===== src/rtl/hazard_ctrl_pkg.sv =====
// Shared types and constants for the LEGv8 pipeline hazard controller.
// Holds FSM encodings, the zero register index and the control bundle.
package hazard_ctrl_pkg;

  typedef logic [1:0] state_t;

  localparam state_t RUN      = 2'd0;
  localparam state_t MEM_WAIT = 2'd1;
  localparam state_t HALT     = 2'd2;

  localparam logic [4:0] XZR = 5'd31;

  typedef struct packed {
    logic pc_stall;
    logic id_bubble;
    logic if_flush;
    logic ex_flush;
    logic ex_stall;
    logic mem_bubble;
  } ctrl_t;

  localparam ctrl_t CTRL_NONE   = 6'b000000;
  localparam ctrl_t CTRL_LU     = 6'b110000;
  localparam ctrl_t CTRL_FLUSH  = 6'b011100;
  localparam ctrl_t CTRL_FREEZE = 6'b100011;

endpackage


===== src/rtl/hazard_control_unit_load_use_detect.sv =====
// Combinational load-use compare between the EX load and ID sources.
// A load targeting XZR never creates a dependency.
module load_use_detect
  import hazard_ctrl_pkg::*;
(
  input  logic       i_mem_read_ex,
  input  logic [4:0] i_rd_ex,
  input  logic [4:0] i_rn_id,
  input  logic [4:0] i_rm_id,
  input  logic       i_rn_used,
  input  logic       i_rm_used,
  output logic       o_lu
);

  logic w_rn_hit;
  logic w_rm_hit;

  assign w_rn_hit = i_rn_used & (i_rn_id == i_rd_ex);
  assign w_rm_hit = i_rm_used & (i_rm_id == i_rd_ex);

  assign o_lu = i_mem_read_ex & (i_rd_ex != XZR)
              & (w_rn_hit | w_rm_hit);

endmodule


===== src/rtl/hazard_control_unit.sv =====
// Pipeline hazard controller: load-use stalls, branch squashes,
// data-memory freezes with a watchdog, and saturating perf counters.
module hazard_control_unit
  import hazard_ctrl_pkg::*;
#(
  parameter int MAX_WAIT = 16,
  parameter int CNT_W    = 32,
  parameter int WAIT_W   = 5
) (
  input  logic             clk,
  input  logic             reset,
  input  logic [4:0]       rn_ID,
  input  logic [4:0]       rm_ID,
  input  logic             rn_used_ID,
  input  logic             rm_used_ID,
  input  logic             MemRead_EX,
  input  logic [4:0]       RD_EX,
  input  logic             branch_taken_MEM,
  input  logic             dmem_req,
  input  logic             dmem_ready,
  output logic             pc_stall,
  output logic             id_bubble,
  output logic             if_flush,
  output logic             ex_flush,
  output logic             ex_stall,
  output logic             mem_bubble,
  output logic             mem_timeout,
  output logic [CNT_W-1:0] stall_cycles,
  output logic [CNT_W-1:0] flush_events
);

  state_t            r_state;
  logic [WAIT_W-1:0] r_wait_cnt;
  logic              r_timeout;
  logic [CNT_W-1:0]  r_stall_cnt;
  logic [CNT_W-1:0]  r_flush_cnt;

  state_t            w_state_nxt;
  logic [WAIT_W-1:0] w_wait_nxt;
  logic              w_timeout_nxt;
  logic              w_lu;
  logic              w_flush_evt;
  ctrl_t             w_run_ctrl;
  ctrl_t             w_ctrl;

  load_use_detect u_lu (
    .i_mem_read_ex (MemRead_EX),
    .i_rd_ex       (RD_EX),
    .i_rn_id       (rn_ID),
    .i_rm_id       (rm_ID),
    .i_rn_used     (rn_used_ID),
    .i_rm_used     (rm_used_ID),
    .o_lu          (w_lu)
  );

  // Branch squash wins over load-use: the ID instruction is discarded.
  always_comb begin
    w_run_ctrl = CTRL_NONE;
    if (branch_taken_MEM) begin
      w_run_ctrl = CTRL_FLUSH;
    end else if (w_lu) begin
      w_run_ctrl = CTRL_LU;
    end
  end

  always_comb begin
    w_ctrl        = CTRL_NONE;
    w_state_nxt   = r_state;
    w_wait_nxt    = r_wait_cnt;
    w_timeout_nxt = r_timeout;
    w_flush_evt   = 1'b0;
    if (reset) begin
      w_ctrl = CTRL_FLUSH;
    end else begin
      unique case (r_state)
        HALT: begin
          w_ctrl = CTRL_FREEZE;
        end
        MEM_WAIT: begin
          if (!dmem_ready) begin
            w_ctrl = CTRL_FREEZE;
            if (r_wait_cnt == WAIT_W'(MAX_WAIT)) begin
              w_state_nxt   = HALT;
              w_timeout_nxt = 1'b1;
            end else begin
              w_wait_nxt = r_wait_cnt + 1'b1;
            end
          end else begin
            w_ctrl      = w_run_ctrl;
            w_flush_evt = branch_taken_MEM;
            w_state_nxt = RUN;
            w_wait_nxt  = '0;
          end
        end
        default: begin
          if (dmem_req && !dmem_ready) begin
            w_ctrl      = CTRL_FREEZE;
            w_state_nxt = MEM_WAIT;
            w_wait_nxt  = WAIT_W'(1);
          end else begin
            w_ctrl      = w_run_ctrl;
            w_flush_evt = branch_taken_MEM;
          end
        end
      endcase
    end
  end

  always_ff @(posedge clk) begin
    if (reset) begin
      r_state     <= RUN;
      r_wait_cnt  <= '0;
      r_timeout   <= 1'b0;
      r_stall_cnt <= '0;
      r_flush_cnt <= '0;
    end else begin
      r_state    <= w_state_nxt;
      r_wait_cnt <= w_wait_nxt;
      r_timeout  <= w_timeout_nxt;
      if (w_ctrl.pc_stall && !(&r_stall_cnt)) begin
        r_stall_cnt <= r_stall_cnt + 1'b1;
      end
      if (w_flush_evt && !(&r_flush_cnt)) begin
        r_flush_cnt <= r_flush_cnt + 1'b1;
      end
    end
  end

  assign pc_stall     = w_ctrl.pc_stall;
  assign id_bubble    = w_ctrl.id_bubble;
  assign if_flush     = w_ctrl.if_flush;
  assign ex_flush     = w_ctrl.ex_flush;
  assign ex_stall     = w_ctrl.ex_stall;
  assign mem_bubble   = w_ctrl.mem_bubble;
  assign mem_timeout  = r_timeout;
  assign stall_cycles = r_stall_cnt;
  assign flush_events = r_flush_cnt;

endmodule


===== config.mk =====
export PLATFORM = sky130hd
export DESIGN_NAME = hazard_control_unit
export DESIGN_NICKNAME = d
export VERILOG_FILES = /design/src/rtl/hazard_ctrl_pkg.sv /design/src/rtl/hazard_control_unit_load_use_detect.sv /design/src/rtl/hazard_control_unit.sv
export SDC_FILE = /design/constraint.sdc
export NUM_CORES = 1
export LEC_CHECK = 0
export CAP_MARGIN = 20
export CORE_UTILIZATION = 53
export DETAILED_ROUTE_END_ITERATION = 8
export PLACE_DENSITY = 0.86
export REMOVE_ABC_BUFFERS = 1
export SYNTH_ARGS = -nofsm -noshare
export SYNTH_HDL_FRONTEND = slang
export SYNTH_SLANG_ARGS = --single-unit

===== constraint.sdc =====
create_clock -name clk -period 4.64 [get_ports clk]
set_input_delay 0.696 -clock clk [delete_from_list [all_inputs] [get_ports clk]]
set_output_delay 0.696 -clock clk [all_outputs]
set_load 0.05 [all_outputs]

==> metrics.md <==
| Metric | Value |
|---|---|
| Status | `finished with violations` |
| Violated checks | `DRC` |
| Adder-Cell Fraction of Synth Area | `0.0206` |
| Slew @ Worst Pin | `0.806 ns` |
| Core area | `6490 um^2` |
| Synth Cell Area | `about 3600 um^2` |
| Fin area | `4810 um^2` |
| Setup CP Type | `in -> out` |
| Crit Path Max Fanout | `3` |
| WP data required | `3.94 ns` |
| Max-Cap Viols | `0` |
| Tmin final | `3.48 ns` |
| CTS root buffer | `clkbuf_8` |
| Multiplexer area fraction after synthesis | `0.00859` |
| Synth Area in Compound Gates | `0.0743` |
| Die ar. | `7200 um^2` |
| Distinct cells, synth | `46` |
| YS warnings | `0` |
| Max clock buf depth | `2` |
| # Post-CTS Setup Buffers | `0` |
| Met3 usage | `0.0428` |
| Largest net degree at the start of global routing | `66` |
| CTS tree | `yes` |
| IO buf count | `93` |
| Horiz. Die Dim | `84.9 um` |
| Mean post-synth cell area | `~8.2 um^2` |
| RSZ-0062 raised after global routing | `false` |
| Cts repair resizes | `0` |
| Worst hold path class | `reg -> reg` |
| Worst slack, placed | `1.17 ns` |
| DR WL/cell | `14.4 um` |
| Finished Layout Cells | `between 600 and 700` |
| Routing usage on met2 | `0.440` |
| Yosys top cell area share | `0.396` |
| Hold Slack | `0.478 ns` |
| Syn-to-layout area delta | `32.2%` |
| CP max-delay cell | `clkdlybuf4s50_1` |
| Synth Area in XOR/XNOR | `0.147` |
| Ys flop type | `dfxtp_1` |
| Post-DP HPWL | `6290 um` |
| FP Rows | `29` |
| Share of layout cells above drive strength 1 | `0.0519` |
| Placer Congestion | `a little over 0.8` |
| CP cell instances | `clkdlybuf4s50_1 -> xnor2_1 -> nand4_1 -> o22ai_1 -> a31o_2 -> clkdlybuf4s50_1` |
| Worst-path clk slew | `approximately 0.07 ns` |
| Fmax | `287 MHz` |
| Ports | `94` |
| Sequential-to-total area share from yosys stat | `0.396` |
| Multi-input logic area | `2060 um^2` |
| Final wirelength | `8860 um` |
| P per Cell Area | `~260 nW/um^2` |
| Via count | `around 3500` |
| Post-synth EDFFs | `0` |
| Dpl cell area | `4610 um^2` |
| Max-slew violation count | `0` |
| Crit path arrival time | `about 2.8 ns` |
| Async S/R FF share, synth | `0` |
| Worst rel slew slack | `0.455` |
| CP Launch Type | `primary input` |
| Die Height | `84.9 um` |
| GRT overflow | `0` |
| Worst skew pair latency | `around 0.35 ns` |
| CTS buffer count | `9` |
| DRT Pass-1 Iters | `7` |
| Dpl cells | `601` |
| Routed Antenna Nets | `0` |
| Hold_buf cts | `0` |
| H-Tree Level Count | `3` |
| Crit. End Element | `output pin` |
| Simple-gate portion of the synthesized area | `0.315` |
| Post-layout util | `0.741` |
| Most frequent CP cell | `clkdlybuf4s50_1` |
| First-pass GRT wire length | `14500 um` |
| # clock sinks | `72` |
| Gate Count Post-Synth | `446` |
| Critical Path Max Stage Delay | `0.84 ns` |
| Setup WS post-layout | `~1.2 ns` |
| Vias in the first global route | `3233` |
| Remaining DRCs | `5` |
| Final worst path period share | `0.751` |
| Global route hottest layer | `met2` |
| VDD IR-drop max | `0.223 mV` |
| Synthesized flop and latch total | `72` |
| Fill cells | `494` |
| Vias/cell | `5.65` |
| Synth top area cells | `dfxtp_1 40%, xor2_1 9.1%, nor2_1 7.4%, xnor2_1 5.5%, nand4_1 4.6%` |
| Initial Util | `0.560` |
| Setup TNS | `0 ns` |
| Post-synth top area cell | `dfxtp_1` |
| Largest family of logic cells by synthesized area | `simple AND/OR/NAND/NOR gates` |
| Diode count | `0` |
| Reg area | `1440 um^2` |
| Iteration-0 DRC Markers | `183` |
| Setup violations, final | `0` |
| Antenna violations before repair | `0` |
| Total power | `1.27 mW` |
| LEAKAGE | `1.65 nW` |
| Met1 demand-to-capacity share in global routing | `0.296` |
| Final Hold Viols | `0` |
| Nets@finish | `approximately 560` |
| Top cells by count, synth | `72 x dfxtp_1, 72 x nor2_1, 38 x xor2_1` |
| Gr usage total | `0.250` |
| Clk_skew | `~0.014 ns` |
## worst paths after layout
path | cells after the start | endpoint | start | slack (ns)
worst max-delay path | 6 | pc_stall | RD_EX[3] | 1.16
worst min-delay path | 2 | mem_timeout$_SDFFE_PP0P_ | mem_timeout$_SDFFE_PP0P_ | 0.48
worst max register to register | 9 | flush_events[29]$_SDFFE_PP0P_ | r_state[0]$_SDFFE_PP0P_ | 1.59
worst min register to register | 2 | mem_timeout$_SDFFE_PP0P_ | mem_timeout$_SDFFE_PP0P_ | 0.48
## final cells by class
cell class | instances | share of cell area
repair buffers | 96 | 0.197
multi-input cells | 339 | 0.427
inverters | 17 | 0.0135
clock buffers | 10 | 0.0286
clock inverters | 6 | 0.0140
flip-flops and latches | 72 | 0.300
well taps | 77 | 0.0200
## registers in the layout, summed over array words and instances (netlist names)
signal and cells:
r_wait_cnt 5, r_state 2, flush_events 32, mem_timeout 1
stall_cycles 32
## layout by cell type (no fill, tap or decap), types with 12 or more instances in the layout
master / n
dfxtp_1: 72
nor3_1: 13
o21ai_0: 12
nand2_1: 35
a21oi_1: 13
nor2_1: 72
xnor2_1: 23
nand3_1: 33
inv_1: 16
xor2_1: 38
nand4_1: 27
and3_1: 13
clkdlybuf4s50_1: 92
## layer usage
metal / wire (um) / vias to the layer above
met2: 4340 / 106
met3: 438 / 13
met1: 3880 / 1642
met4: 199 / 0
li1: - / 1722
met5: 0 / -
## report_power, final
| part | leakage [nW] | switching (mW) | internal (mW) | total [mW] |
|---|---|---|---|---|
| Clock | 0.0989 | 0.244 | 0.265 | 0.508 |
| Combinational | 0.975 | 0.0766 | 0.0536 | 0.130 |
| Sequential | 0.581 | 0.00732 | 0.623 | 0.630 |
| Total | 1.65 | 0.328 | 0.941 | 1.27 |
## critical path, delay by kind of cell
kind                      cells  cell delay, ns
AOI/OAI and AO/OA             2            0.46
xor gates and xnor gates      1            0.14
buffers and inverters         2            1.39
and+or+nand+nor               1            0.10
## cells by family after synthesis
| family | count (synthesis) |
|---|---|
| AND/OR/NAND/NOR | 226 |
| flip-flops | 72 |
| XOR/XNOR | 61 |
| AO/OA/AOI/OAI | 43 |
| buffers and inverters | 35 |
| adder cells (fa/ha/maj) | 6 |
| multiplexers | 3 |
Note: power is estimated with default switching activity, not from simulation.
